$ cat src/rtl/march_pkg.sv
// Shared definitions for the March C- stimulus sequencer.
// Each march element is described by its address direction, its number of
// ops per address, and the write/read kind and data polarity of each op.
package march_pkg;

   // March element encoding; ELEM_IDLE is shown whenever no run is active.
   localparam logic [2:0] M0        = 3'd0;
   localparam logic [2:0] M1        = 3'd1;
   localparam logic [2:0] M2        = 3'd2;
   localparam logic [2:0] M3        = 3'd3;
   localparam logic [2:0] M4        = 3'd4;
   localparam logic [2:0] M5        = 3'd5;
   localparam logic [2:0] ELEM_IDLE = 3'd7;

   // Background pattern for a logical "0"; a logical "1" is its inverse.
   localparam logic [3:0] BG0_DEFAULT = 4'b0000;

   // Sequencer FSM states, exported on a debug port.
   typedef enum logic [1:0] {
      ST_IDLE  = 2'd0,
      ST_RUN   = 2'd1,
      ST_DRAIN = 2'd2,
      ST_DONE  = 2'd3
   } state_t;

   // Direction bit: 1 = descending addresses (M3, M4), 0 = ascending.
   function automatic logic elem_down(input logic [2:0] e);
      return (e == M3) || (e == M4);
   endfunction

   // Ops per address: the read/write pairs M1..M4 issue two, M0/M5 one.
   function automatic logic [1:0] elem_ops(input logic [2:0] e);
      logic [1:0] n;
      case (e)
         M1, M2, M3, M4: n = 2'd2;
         default:        n = 2'd1;
      endcase
      return n;
   endfunction

   // Op kind table: 1 = write, 0 = read. p is the op index at an address.
   //   M0: w0   M1: r0,w1   M2: r1,w0   M3: r0,w1   M4: r1,w0   M5: r0
   function automatic logic op_is_write(input logic [2:0] e, input logic p);
      logic w;
      case (e)
         M0:             w = 1'b1;
         M1, M2, M3, M4: w = p;
         default:        w = 1'b0;
      endcase
      return w;
   endfunction

   // Data polarity table: 1 = pattern "1" (~BG0), 0 = pattern "0" (BG0).
   function automatic logic op_is_one(input logic [2:0] e, input logic p);
      logic one;
      case (e)
         M1, M3:  one = p;
         M2, M4:  one = ~p;
         default: one = 1'b0;
      endcase
      return one;
   endfunction

endpackage

$ cat src/rtl/march_c_sequencer_if.sv
// SRAM-side bus of the March C- sequencer.
// Handshake: there is no valid/ready; the sequencer issues exactly one op per
// cycle while busy (WE=1 write, WE=0 read with Data_in = expected value), and
// Compare_en is a single-cycle strobe telling the comparator that the SRAM
// read data of that cycle must equal Expected. Nothing may stall the bus.
interface march_c_sequencer_if #(
   parameter int ADDR_W = 8,
   parameter int DATA_W = 4
);
   logic [ADDR_W-1:0] Address;
   logic              WE;
   logic [DATA_W-1:0] Data_in;
   logic [DATA_W-1:0] Expected;
   logic              Compare_en;

   // The sequencer drives every bus signal.
   modport master (
      output Address,
      output WE,
      output Data_in,
      output Expected,
      output Compare_en
   );

   // SRAM and comparator only observe the bus.
   modport slave (
      input Address,
      input WE,
      input Data_in,
      input Expected,
      input Compare_en
   );
endinterface

$ cat src/rtl/march_addr_ctr.sv
// Address counter for one march element: loads the element's first address
// (0 when ascending, all-ones when descending), steps in the loaded direction
// and flags the element's terminal address. It never wraps on its own; a new
// element always starts with a load.
module march_addr_ctr #(
   parameter int ADDR_W = 8
) (
   input  logic              clk,
   input  logic              rst,
   input  logic              i_load,
   input  logic              i_load_down,
   input  logic              i_step,
   output logic [ADDR_W-1:0] o_count,
   output logic              o_tc
);
   localparam logic [ADDR_W-1:0] CNT_MAX = {ADDR_W{1'b1}};

   logic [ADDR_W-1:0] r_count;
   logic              r_down;
   logic              w_tc;

   // Load start address and direction, otherwise step until the terminal address.
   always_ff @(posedge clk or posedge rst) begin
      if (rst) begin
         r_count <= '0;
         r_down  <= 1'b0;
      end else if (i_load) begin
         r_down  <= i_load_down;
         r_count <= i_load_down ? CNT_MAX : '0;
      end else if (i_step && !w_tc) begin
         r_count <= r_down ? (r_count - 1'b1) : (r_count + 1'b1);
      end
   end

   assign w_tc    = r_down ? (r_count == '0) : (r_count == CNT_MAX);
   assign o_count = r_count;
   assign o_tc    = w_tc;

endmodule

$ cat src/rtl/march_c_sequencer.sv
// March C- stimulus sequencer for the SRAM BIST path:
//   M0 up(w0)  M1 up(r0,w1)  M2 up(r1,w0)  M3 down(r0,w1)  M4 down(r1,w0)  M5 up(r0)
// The FSM state, element, op phase and address counter always describe the
// op being driven in the current cycle, so the bus is decoded from them.
// Each read also enters a READ_LAT-deep pipeline that re-times the expected
// value and compare strobe to the SRAM read latency (legal range 1..3).
module march_c_sequencer
   import march_pkg::*;
#(
   parameter int                ADDR_W   = 8,
   parameter int                DATA_W   = 4,
   parameter int                READ_LAT = 1,
   parameter logic [DATA_W-1:0] BG0      = BG0_DEFAULT
) (
   input  logic                       clk,
   input  logic                       rst,
   input  logic                       start,
   march_c_sequencer_if.master        bus,
   output logic [2:0]                 Elem,
   output logic                       Busy,
   output logic                       Done,
   output state_t                     o_state
);
   // DRAIN lasts READ_LAT cycles; the counter runs 0..READ_LAT-1.
   localparam logic [1:0] DRAIN_LAST = 2'(READ_LAT - 1);

   state_t            r_state, w_state_nxt;
   logic [2:0]        r_elem, w_elem_nxt;
   logic              r_phase, w_phase_nxt;
   logic [1:0]        r_drain_cnt, w_drain_cnt_nxt;

   logic              w_ctr_load;
   logic              w_ctr_load_down;
   logic              w_ctr_step;
   logic              w_ctr_tc;
   logic [ADDR_W-1:0] w_ctr_count;

   logic [2:0]        w_elem_inc;
   logic              w_two_ops;
   logic              w_op_write;
   logic              w_op_one;

   logic [ADDR_W-1:0] w_address;
   logic              w_we;
   logic [DATA_W-1:0] w_data_in;
   logic [DATA_W-1:0] w_pipe_exp;
   logic              w_pipe_cmp;

   // Entry layout: {expected data, compare strobe}.
   logic [DATA_W:0]   r_pipe [READ_LAT];

   march_addr_ctr #(
      .ADDR_W (ADDR_W)
   ) u_addr_ctr (
      .clk         (clk),
      .rst         (rst),
      .i_load      (w_ctr_load),
      .i_load_down (w_ctr_load_down),
      .i_step      (w_ctr_step),
      .o_count     (w_ctr_count),
      .o_tc        (w_ctr_tc)
   );

   // Decode the current op from the element tables.
   always_comb begin
      w_elem_inc = r_elem + 3'd1;
      w_two_ops  = (elem_ops(r_elem) == 2'd2);
      w_op_write = op_is_write(r_elem, r_phase);
      w_op_one   = op_is_one(r_elem, r_phase);
   end

   // FSM state register together with element, op phase and drain counter.
   always_ff @(posedge clk or posedge rst) begin
      if (rst) begin
         r_state     <= ST_IDLE;
         r_elem      <= M0;
         r_phase     <= 1'b0;
         r_drain_cnt <= 2'd0;
      end else begin
         r_state     <= w_state_nxt;
         r_elem      <= w_elem_nxt;
         r_phase     <= w_phase_nxt;
         r_drain_cnt <= w_drain_cnt_nxt;
      end
   end

   // Next-state: walk ops within an address, addresses within an element,
   // then elements; start is only honoured when no run is in progress.
   always_comb begin
      w_state_nxt     = r_state;
      w_elem_nxt      = r_elem;
      w_phase_nxt     = r_phase;
      w_drain_cnt_nxt = r_drain_cnt;
      w_ctr_load      = 1'b0;
      w_ctr_load_down = 1'b0;
      w_ctr_step      = 1'b0;
      case (r_state)
         ST_IDLE, ST_DONE: begin
            if (start) begin
               w_state_nxt     = ST_RUN;
               w_elem_nxt      = M0;
               w_phase_nxt     = 1'b0;
               w_ctr_load      = 1'b1;
               w_ctr_load_down = elem_down(M0);
            end
         end
         ST_RUN: begin
            if (w_two_ops && !r_phase) begin
               // Read done at this address; the write follows at the same address.
               w_phase_nxt = 1'b1;
            end else begin
               w_phase_nxt = 1'b0;
               if (!w_ctr_tc) begin
                  w_ctr_step = 1'b1;
               end else if (r_elem == M5) begin
                  w_state_nxt     = ST_DRAIN;
                  w_drain_cnt_nxt = 2'd0;
               end else begin
                  // Element ends on its terminal address; the next one reloads.
                  w_elem_nxt      = w_elem_inc;
                  w_ctr_load      = 1'b1;
                  w_ctr_load_down = elem_down(w_elem_inc);
               end
            end
         end
         ST_DRAIN: begin
            if (r_drain_cnt == DRAIN_LAST) begin
               w_state_nxt     = ST_DONE;
               w_drain_cnt_nxt = 2'd0;
            end else begin
               w_drain_cnt_nxt = r_drain_cnt + 2'd1;
            end
         end
         default: begin
            w_state_nxt = ST_IDLE;
         end
      endcase
   end

   // Bus decode: only RUN drives ops; other states park the bus at zero.
   always_comb begin
      w_address  = '0;
      w_we       = 1'b0;
      w_data_in  = '0;
      w_pipe_cmp = 1'b0;
      w_pipe_exp = '0;
      if (r_state == ST_RUN) begin
         w_address  = w_ctr_count;
         w_we       = w_op_write;
         w_data_in  = w_op_one ? ~BG0 : BG0;
         w_pipe_cmp = ~w_op_write;
         w_pipe_exp = w_op_write ? '0 : w_data_in;
      end
   end

   // Read-latency pipeline for the expected value and compare strobe.
   always_ff @(posedge clk or posedge rst) begin
      if (rst) begin
         for (int i = 0; i < READ_LAT; i++) begin
            r_pipe[i] <= '0;
         end
      end else begin
         r_pipe[0] <= {w_pipe_exp, w_pipe_cmp};
         for (int i = 1; i < READ_LAT; i++) begin
            r_pipe[i] <= r_pipe[i-1];
         end
      end
   end

   assign bus.Address    = w_address;
   assign bus.WE         = w_we;
   assign bus.Data_in    = w_data_in;
   assign bus.Expected   = r_pipe[READ_LAT-1][DATA_W:1];
   assign bus.Compare_en = r_pipe[READ_LAT-1][0];

   assign Elem    = ((r_state == ST_RUN) || (r_state == ST_DRAIN)) ? r_elem : ELEM_IDLE;
   assign Busy    = (r_state == ST_RUN) || (r_state == ST_DRAIN);
   assign Done    = (r_state == ST_DONE);
   assign o_state = r_state;

endmodule

$ cat src/flat_wrapper.sv
// flat-port wrapper written by rule: the top's interface ports become plain ports
module march_c_sequencer_flat import march_pkg::*;
#(
   parameter int                ADDR_W   = 8,
   parameter int                DATA_W   = 4,
   parameter int                READ_LAT = 1,
   parameter logic [DATA_W-1:0] BG0      = BG0_DEFAULT
)
  (clk, rst, start, Elem, Busy, Done, o_state, bus_Address, bus_WE, bus_Data_in, bus_Expected, bus_Compare_en);
  march_c_sequencer_if #(.ADDR_W(ADDR_W), .DATA_W(DATA_W)) bus_i ();
  input  logic clk;
  input  logic rst;
  input  logic start;
  output logic [2:0] Elem;
  output logic Busy;
  output logic Done;
  output state_t o_state;
  output wire logic [$bits(bus_i.Address)-1:0] bus_Address;
  output wire logic [$bits(bus_i.WE)-1:0] bus_WE;
  output wire logic [$bits(bus_i.Data_in)-1:0] bus_Data_in;
  output wire logic [$bits(bus_i.Expected)-1:0] bus_Expected;
  output wire logic [$bits(bus_i.Compare_en)-1:0] bus_Compare_en;
  assign bus_Address = bus_i.Address;
  assign bus_WE = bus_i.WE;
  assign bus_Data_in = bus_i.Data_in;
  assign bus_Expected = bus_i.Expected;
  assign bus_Compare_en = bus_i.Compare_en;
  march_c_sequencer #(.ADDR_W(ADDR_W), .DATA_W(DATA_W), .READ_LAT(READ_LAT), .BG0(BG0)) u_core (.clk(clk), .rst(rst), .start(start), .bus(bus_i), .Elem(Elem), .Busy(Busy), .Done(Done), .o_state(o_state));
endmodule
$ cat config.mk
export PLATFORM = sky130hd
export DESIGN_NAME = march_c_sequencer_flat
export DESIGN_NICKNAME = d
export VERILOG_FILES = /design/src/rtl/march_pkg.sv /design/src/rtl/march_c_sequencer_if.sv /design/src/rtl/march_addr_ctr.sv /design/src/rtl/march_c_sequencer.sv /design/src/flat_wrapper.sv
export SDC_FILE = /design/constraint.sdc
export NUM_CORES = 1
export LEC_CHECK = 0
export ABC_AREA = 1
export CAP_MARGIN = 5
export CELL_PAD_IN_SITES_DETAIL_PLACEMENT = 0
export CELL_PAD_IN_SITES_GLOBAL_PLACEMENT = 1
export CORE_ASPECT_RATIO = 0.7
export CORE_MARGIN = 2
export CORE_UTILIZATION = 38
export DETAILED_ROUTE_END_ITERATION = 8
export PLACE_DENSITY = 0.85
export SLEW_MARGIN = 30
export SYNTH_ARGS = -nofsm -noshare
export SYNTH_HDL_FRONTEND = slang
export SYNTH_SLANG_ARGS = --single-unit
export TNS_END_PERCENT = 30
$ cat constraint.sdc
create_clock -name clk -period 3.35 [get_ports clk]
set_input_delay 0.67 -clock clk [delete_from_list [all_inputs] [get_ports clk]]
set_output_delay 0.67 -clock clk [all_outputs]
set_load 0.01 [all_outputs]
* Yosys cells after proc, flatten, opt, wreduce, memory -nomap -nowiden
Cells that the tools add are included.
Storage, ports and cells: flip-flop bits (word level) 22, memory bits (read-only) 0, latch bits 0, memories kept 0, logic and storage cells 99, RAM bits 0
Cells by class: equality and inequality tests 18, shift operators 0, add/subtract/negate cells 4, muxes and demuxes 47, $mul 0, bitwise gates (word level) 2, reductions and logical operators 21, order comparisons 0, divide/modulo/power cells 0
Operator list (count):
- two-way mux 8 bit | 5
- two-way mux 2 bit | 10
- two-way mux 1 bit | 16
- two-way mux 4 bit | 4
- two-way mux 3 bit | 5
- AND reduction 5 bit | 2
- == test 3 x 2 -> 1 bit, second input constant | 3
- == test 3 bit, second input constant | 3
- adder 8 x 1 -> 8 bit, second input constant | 1
- == test 8 bit, second input constant | 1
- logical NOT 8 bit | 1
- one-hot mux 1 bit (2 select lines) | 4
- subtractor 8 x 1 -> 8 bit, second input constant | 1
- == test 2 bit, second input constant | 3
- != test 2 x 1 -> 1 bit, second input constant | 3
- != test 2 bit, second input constant | 3
- one-hot mux 2 bit (3 select lines) | 1
- one-hot mux 3 bit (2 select lines) | 1
- nonzero test 2 bit | 3
- OR reduction 2 bit | 3
- logical NOT 2 bit | 2
- one-hot mux 2 bit (2 select lines) | 1
- AND reduction 4 bit | 1
- OR reduction 4 bit | 1
- 10 further kinds | 14

* Longest topological paths before layout
Gate-level depths: netlist (run 1).
depth after elaboration 10, gate-level depth with buffers 13, gate-level depth less buffers 13

* Hierarchy
Synthesis (run 1) repeated with hierarchy kept, for this count alone.
Second synthesis, totals: cell total of the unflattened synthesis 255, area, all modules 1735.4 um^2
By module, submodules not included:
- march_c_sequencer | area each 914.6 um^2, cells an instance 135, instances 1
- march_addr_ctr | area each 820.8 um^2, cells an instance 120, instances 1

* Least setup slack after synthesis (run 1)
No wires, ideal clock.
path kind reg2out, from register u_core.r_elem[0], to output port bus_Data_in[1], arrival 1.394 ns, cell stages (with the launch flop) 10, setup slack 1.286 ns, cells stage by stage dfrtp_1 > inv_1 > ha_1 > inv_1 > nand2_1 > o21ai_2 > nand2_1 > nand2_1 > nor2_1 > buf_4
On the way: longest elaborated chain between the ends 5, elaborated cells between the ends (all ways) 9, classes of those cells eq/ne (4); mux (3); reduce/logical (2)
RTL lines:
- start, declared | line march_c_sequencer.sv:28 | logic [2:0] r_elem, w_elem_nxt;
- start signal, assigned | line march_c_sequencer.sv:81 | r_elem <= w_elem_nxt;
- == test 3 x 2 -> 1 bit (tied with other cells) | line march_pkg.sv:56 | case (e)
- OR reduction 2 bit | line march_pkg.sv:56
- one-hot mux 1 bit (2 select lines) * | line march_pkg.sv:56
- two-way mux 4 bit * | line march_c_sequencer.sv:150 | w_data_in = w_op_one ? ~BG0 : BG0;
- two-way mux 4 bit * | line march_c_sequencer.sv:147 | if (r_state == ST_RUN) begin
- end, declared | line flat_wrapper.sv:20 | output wire logic [$bits(bus_i.Data_in)-1:0] bus_Data_in;
Every way passes the cells marked *; elsewhere a longest branch is shown, timed or not.

* Worst setup path after layout (run 1)
from register u_core.r_elem[0], to output port bus_Data_in[3]
The elaborated chain is that of the path after synthesis.

==> results.cfg, run 1 <==
[run_status]
status = finished, violations left
violations = design-rule violations

[route]
first_pass_iters = 6
drt-initial-drc-count = 97
drtAntennaViolNets = 0
post-route-drc-count = 2
wl_per_cell_um = 11.5
vias = 1561
routed_wl_um = 3870
via_per_inst = 4.65

[critical_path]
critPathRequiredTime_ns = 2.68
worst-r2r-setup-slack_ns = 1.35
end_kind = output port
cp.arrival_ns = 2.14
startpoint_type = flip-flop
crit_type = reg2out
path_max_fanout = 5

[sta]
maxSlewViolCount = 0
finalWorstSetupSlack_ns = 0.540
setup_viol_count_final = 0
grt_setup_unrepaired = no
setup_tns_ns = 0
min_period_ns = 2.81
slew_headroom = 0.472
tightest_slew_ns = 0.791
finalHoldWorstSlack_ns = 0.574
finalHoldViolations = 0
finClkSkew_ns = 0.00247
fmax_mhz = 356
period_share = 0.839

[synth]
yosysTopAreaCellShare = 0.266
synth_top_area_cell = dfrtp_1
synth-edff-count = 0
synth_cells = 256
async_flop_share = 1.00
synth_cell_type_count = 31
syn_avg_cell_area_sq_um = 6.97
yosysMostFrequentCell = nand2_1
synthesis.nets = 278
ys_warn_count = 0
yosys-top-cells-area = dfrtp_1 (27%), nand2_1 (16%), ha_1 (13%)
syn_area_sq_um = 1780
synthTopCellsByCount = nand2_1 (76), inv_1 (47), nand3_1 (27), dfrtp_1 (19), ha_1 (18)
ys_seq_area_frac = 0.266
synth-seq-cells = 19
synthFlopType = dfrtp_1

[clock_network]
path_clk_slew_ns = 0.07
cts_tree = built
clockBufferDepth = 2
post_cts_buffers = 0
clk_latency_ns = 0.26
ctsHtreeMaxLevel = 1
clock-sinks = 19
hold_buffers = 0
ctsResizeCount = 0
cts_inserted_buffers = 3
clockRootBuffer = clkbuf_8

[global_routing]
grt_overflow_total = 0
antenna_found_initial = 0
grt_max_degree = 20
grt_pass1_wl_um = 6580
first_global_vias = 1355
track_usage = 0.162

[placed_design]
place_ws_ns = 0.810
place_inst = 332
gp_congestion = 0.829
place_hpwl_um = 3150
io_buffer_count = 27
postPlaceCellArea_sq_um = 2080

[power_and_ir_drop]
leakagePower_nw = 1.19
powerDensity_nw_per_um2 = 931
peakVddDrop_v = 0.000403
total_power_mw = 1.98

[cells_and_area]
drive_above_1_share = 0.0854
nets = 304
insertedDiodeCount = 0
syn_to_final_growth_pct = 19.1
final_util = 0.480
finalNonFillerCells = 336
stdcell_area_sq_um = 2130

[floorplanning]
num_rows = 20
coreArea_sq_um = 4430
die-area_sq_um = 5270
num_io_pins = 28
die_y_um = 61.3
start_util = 0.403
dieWidth_um = 85.9

[run]
maxCapViolations = 0

[hold_path]
hold_path.class = reg2reg
[metal layers]
metal  track usage  vias up  routed length [um]
met5             0        -                   0
met4        0.0204        0                   8
met3        0.0416        3                 239
met2         0.231       36                1460
met1         0.251      679                2160
li1              -      843                   -
[cell type report]
class                   count  area [sq um]
repair buffers             28           278
inverters                  52           195
multi-input cells         178          1060
fillers                   444          2300
clock buffers               4          45.0
well taps                  55          68.8
flip-flops and latches     19           475
[cells in the final DEF, fill, tap and decap left out, drive strengths merged]
master / n
a22oi: 1
nor2: 15
o2111ai: 1
xor2: 2
clkdlybuf4s50: 27
buf: 1
nand3: 33
dfrtp: 19
nor3: 3
nand4: 4
ha: 18
xnor2: 2
clkbuf: 4
clkinv: 1
o22ai: 1
fa: 1
o21ai: 8
nand2: 81
inv: 51
or2: 1
a21oi: 6
mux2i: 1
[power by group]
group / total [mW] / leakage, nW / switching, mW / internal (mW)
clock: 0.163 / 0.0228 / 0.0783 / 0.0846
sequential: 0.395 / 0.245 / 0.0864 / 0.309
combinational: 1.42 / 0.917 / 0.825 / 0.597
[logic make-up (layout without fill, tap and decap cells)]
kind of cell	count (synthesis)	in the layout	share of synthesized area
simple gates	137	137	0.373
buf+inv	59	84	0.137
fa+ha+maj	19	19	0.137
flops	19	19	0.266
compound gates	17	17	0.0603
xor+xnor	4	4	0.0196
mux	1	1	0.00561
[final timing paths]
kind / startpoint / endpoint / cells past startpoint
max: u_core.r_elem[0] / bus_Data_in[3] / 9
min in group asynchronous: rst / u_core.u_addr_ctr.o_count[2] / 2
min: u_core.r_elem[1] / u_core.r_elem[1] / 2
min reg2reg: u_core.r_elem[1] / u_core.r_elem[1] / 2
max reg2reg: u_core.o_state[1] / u_core.r_elem[0] / 8
max in group asynchronous: rst / u_core.u_addr_ctr.o_count[6] / 2
[critical path, stage by stage (launching register included)]
cell,delay (ns)
dfrtp_1,0.44
inv_1,0.16
ha_1,0.22
inv_1,0.05
nand2_1,0.06
o21ai_2,0.08
nand2_1,0.07
nand2_1,0.06
nor2_1,0.18
clkdlybuf4s50_1,0.57
[registers in the layout (all words and copies together) (netlist names)]
signal	cells
u_core.u_addr_ctr.o_count	8
u_core.r_elem	3
u_core.o_state	2
u_core.r_drain_cnt	2
u_core.r_pipe	2
u_core.r_phase	1
u_core.u_addr_ctr.r_down	1
No activity file was read; power rests on OpenSTA's default activity.
==> inputs of run 2 (changes only) <==
Settings changed: CORE_UTILIZATION 38 to 35, PLACE_DENSITY 0.85 to 0.83.
Clock period 3.35 ns to 2.4 ns, I/O delays scaled along.
==> run 2 against run 1 <==
Effect of this change: the flow now finishes without violations; cell count up 5.4%; via count up 2.9%; setup slack worse by 0.47 ns; routed wire length increased by 6.0%.
==> results.cfg, run 2 (synthesis gave the netlist of run 1 again) <==
[cells_and_area]
regArea_sq_um = 478
drive_above_1_share = 0.133
fillers = 511
nets = 308
largest_register_ffs = 8
syn_to_final_growth_pct = 23.4
insertedDiodeCount = 0
final_cell_mix = nand2_1 (76), inv_1 (45), nand3_1 (27), clkdlybuf4s50_1 (22), dfrtp_1 (17)
multi_input_area_sq_um = 1090
stdcell_area_sq_um = 2200
final_common_cell = nand2_1

[floorplanning]
start_util = 0.369
die-area_sq_um = 5690
dieWidth_um = 89.3
coreArea_sq_um = 4830
num_rows = 21
num_io_pins = 28
die_y_um = 63.7

[global_routing]
antenna_found_initial = 0
first_global_vias = 1518
grt_max_degree = 20
grt_pass1_wl_um = 7030
grt_overflow_total = 0
track_usage = 0.158

[sta]
fmax_mhz = 429
finClkSkew_ns = 0.00277
finalHoldWorstSlack_ns = 0.550
finalHoldViolations = 0
min_period_ns = 2.33
tightest_slew_ns = 0.478
slew_headroom = 0.678
setup_viol_count_final = 0
finalWorstSetupSlack_ns = 0.0670
setup_tns_ns = 0
maxSlewViolCount = 0
period_share = 0.972

[placed_design]
postPlaceCellArea_sq_um = 2120
place_ws_ns = 0.0351
place_hpwl_um = 3350
gp_congestion = 0.819
io_buffer_count = 27

[critical_path]
cp.arrival_ns = 1.85
startpoint_type = flip-flop
worst-r2r-setup-slack_ns = 0.47
crit_type = reg2out
path_max_fanout = 5
cp_num_buf_inv = 1
critPathRequiredTime_ns = 1.92
critical-path-max-stage-delay_ns = 0.44
end_kind = output port
crit_slowest_cell = dfrtp_2
cp_cell_sequence = ha_1 > ha_1 > a21oi_4 > nand2_4 > a22oi_2 > nor2_1 > dlygate4sd2_1
crit_family = flip-flops
cpMostUsedCell = ha_1

[route]
vias = 1607
routed_wl_um = 4100
post-route-drc-count = 0
first_pass_iters = 4
via_per_inst = 4.54
wl_per_cell_um = 11.6
drt-initial-drc-count = 70
drtAntennaViolNets = 0

[run_status]
status = finished clean

[clock_network]
path_clk_slew_ns = 0.07
hold_buffers = 0
clock-sinks = 19
cts_inserted_buffers = 3
cts_tree = built
clk_latency_ns = 0.25
clockRootBuffer = clkbuf_8
ctsHtreeMaxLevel = 1
clockBufferDepth = 2

[power_and_ir_drop]
powerDensity_nw_per_um2 = 1310
peakVddDrop_v = 0.000617
leakagePower_nw = 1.22

[run]
maxCapViolations = 0

[hold_path]
hold_path.class = in2async
[run 2: through the flow]
stage	utilization	instances	total power, mW
after global placement	0.439	349	2.60
after CTS	0.448	353	2.84
after global routing	0.455	354	3.19
after floorplan	-	256	1.91
final	0.455	354	2.88
after detailed placement	0.439	349	2.60
[run 2: final cells by class]
cell class / instances / area share
multi-input combinational: 178 / 0.497
timing repair buffer: 32 / 0.137
inverter: 52 / 0.0892
tap: 69 / 0.0392
sequential: 19 / 0.217
clock buffer: 4 / 0.0205
[run 2: worst paths after layout]
check	start	endpoint	depth (start not counted)
setup / recovery	u_core.r_elem[0]	bus_WE	7
hold / removal	rst	u_core.u_addr_ctr.o_count[3]	3
setup reg to reg	u_core.o_state[1]	u_core.r_elem[2]	8
hold reg to reg	u_core.r_elem[0]	u_core.r_elem[0]	2
max in group asynchronous	rst	u_core.o_state[0]	3
min in group clk	u_core.r_elem[0]	u_core.r_elem[0]	2
[run 2: repair_timing]
item,in CTS,in global routing
endpoints found under the setup margin,13,13
gates resized for setup,9,9
setup buffers,0,1
[run 2: tightest hold or removal path: cells and delay by family]
kind,cells,cell delay [ns]
buf+inv,3,0.70
[run 2: where the power goes]
group / internal [mW] / switching, mW
logic: 0.896 / 1.20
registers: 0.434 / 0.124
clock network: 0.118 / 0.103
total: 1.45 / 1.43
[run 2: metal layers]
metal	GRT usage	vias to the layer above	wire length [um]	part of all wire
met2	0.219	38	1650	0.40
met1	0.253	710	2240	0.55
li1	-	859	-	-
met5	0	-	0	0
met4	0.0224	0	0	0
met3	0.0336	0	205	0.050
==> inputs of run 3 (changes only) <==
Settings changed: CORE_UTILIZATION 35 to 38, DONT_BUFFER_PORTS set to 1, PLACE_DENSITY 0.83 to 0.77.
==> run 3 against run 2 <==
Effect of this change: the flow now finishes with violations (design-rule violations); cell area shrank 15%; die area shrank 7.5%; first-iteration DRC count grew 51%; power shrank 14%; critical path type unchanged; highest routed layer is now met4.
==> results.cfg, run 3 (synthesis gave the netlist of run 1 again) <==
[run_status]
status = finished, violations left
violations = design-rule violations

[cells_and_area]
final_cell_mix = nand2_1 (76), inv_1 (47), nand3_1 (27), dfrtp_1 (19), ha_1 (18)
multi_input_area_sq_um = 1060
nets = 279
drive_above_1_share = 0.102
fillers = 474
stdcell_area_sq_um = 1870
regArea_sq_um = 475
syn_to_final_growth_pct = 4.84
largest_register_ffs = 8
insertedDiodeCount = 0
final_common_cell = nand2_1

[global_routing]
track_usage = 0.166
grt_pass1_wl_um = 6590
grt_max_degree = 20
first_global_vias = 1298
antenna_found_initial = 0
grt_overflow_total = 0

[power_and_ir_drop]
intPower_mw = 1.11
power.net_switching_mw = 1.36
swShare = 0.549
total_power_mw = 2.47
peakVddDrop_v = 0.000760
seq_power_share = 0.232
powerDensity_nw_per_um2 = 1320
combPwrFrac = 0.675
power.clock.fraction = 0.093
leakagePower_nw = 1.10

[clock_network]
clock-sinks = 19
cts_tree = built
post_cts_buffers = 0
ctsResizeCount = 0
path_clk_slew_ns = 0.07
ctsHtreeMaxLevel = 1
clockBufferDepth = 2
clk_latency_ns = 0.26
hold_buffers = 0
cts_inserted_buffers = 3
clockRootBuffer = clkbuf_8

[route]
vias = 1508
drt-initial-drc-count = 106
wl_met2_um = 1420
wl_met3_um = 228
post-route-drc-count = 3
drtAntennaViolNets = 0
first_pass_iters = 6
routed_wl_um = 3970
wl_per_cell_um = 12.8
via_per_inst = 4.85
wl_met1_um = 2310
top_layer = met4

[sta]
tightest_slew_ns = 0.772
maxSlewViolCount = 0
period_share = 0.919
finalHoldWorstSlack_ns = 0.238
min_period_ns = 2.21
finalHoldViolations = 0
slew_headroom = 0.485
grt_setup_unrepaired = no
fmax_mhz = 453
setup_tns_ns = 0
setup_viol_count_final = 0
finClkSkew_ns = 0.00158

[placed_design]
place_hpwl_um = 3200
gp_congestion = 0.815
postPlaceCellArea_sq_um = 1830
io_buffer_count = 0

[hold_path]
hold_path.class = in2async

[critical_path]
crit_type = reg2out
critPathRequiredTime_ns = 1.92
end_kind = output port
cp.arrival_ns = 1.73
path_max_fanout = 8
startpoint_type = flip-flop
rr_worst_depth = 11

[floorplanning]
num_io_pins = 28
num_rows = 20
die-area_sq_um = 5270
start_util = 0.403
dieWidth_um = 85.9
die_y_um = 61.3
coreArea_sq_um = 4430

[run]
maxCapViolations = 0
-- run 3: cell count changes in the layout (fill, tap and decap cells not counted), sizes merged --
| cell | before | now |
|---|---|---|
| buf | 5 | 3 |
| clkdlybuf4s15 | 1 | 0 |
| clkdlybuf4s50 | 22 | 0 |
| dlygate4sd2 | 4 | 0 |
-- run 3: metrics by stage --
step / instances / setup WS, ns / util
floorplan: 256 / 0.526 / -
global route: 311 / 0.00812 / 0.422
detailed placement: 307 / 0.463 / 0.412
CTS: 311 / 0.174 / 0.422
global placement: 307 / 0.452 / 0.412
finish: 311 / 0.194 / 0.422
-- run 3: cell type report --
class                   count  area share
repair buffers              3      0.0120
clock buffers               4      0.0241
inverters                  52       0.104
flip-flops and latches     19       0.254
well taps                  55      0.0368
multi-input cells         178       0.569
-- run 3: routing by layer --
metal	up-vias	GRT usage
met5	-	0
met4	0	0.0272
met3	2	0.0456
met2	43	0.213
met1	669	0.271
li1	794	-
-- run 3: worst max-delay path, stage by stage (launching register included) --
cell,delay [ns]
dfrtp_1,0.47
inv_1,0.09
ha_1,0.39
clkinv_1,0.29
nand2_1,0.22
-- run 3: power groups by stage --
stage	Combinational (mW)	Sequential, mW	Clock, mW
3_3_place_gp	1.68	0.577	0
6_report	1.67	0.574	0.231
4_1_cts	1.68	0.573	0.238
2_1_floorplan	1.37	0.539	0
3_5_place_dp	1.67	0.581	0
5_1_grt	1.91	0.594	0.252
-- run 3: worst paths after layout --
path | startpoint | to | slack, ns
setup / recovery | u_core.o_state[0] | Elem[2] | 0.19
hold / removal | rst | u_core.r_drain_cnt[0] | 0.24
setup reg to reg | u_core.u_addr_ctr.r_down | u_core.u_addr_ctr.o_count[7] | 0.47
hold reg to reg | u_core.u_addr_ctr.o_count[4] | u_core.u_addr_ctr.o_count[4] | 0.58
max in group asynchronous | rst | u_core.o_state[1] | 1.67
min in group clk | start | u_core.r_phase | 0.54
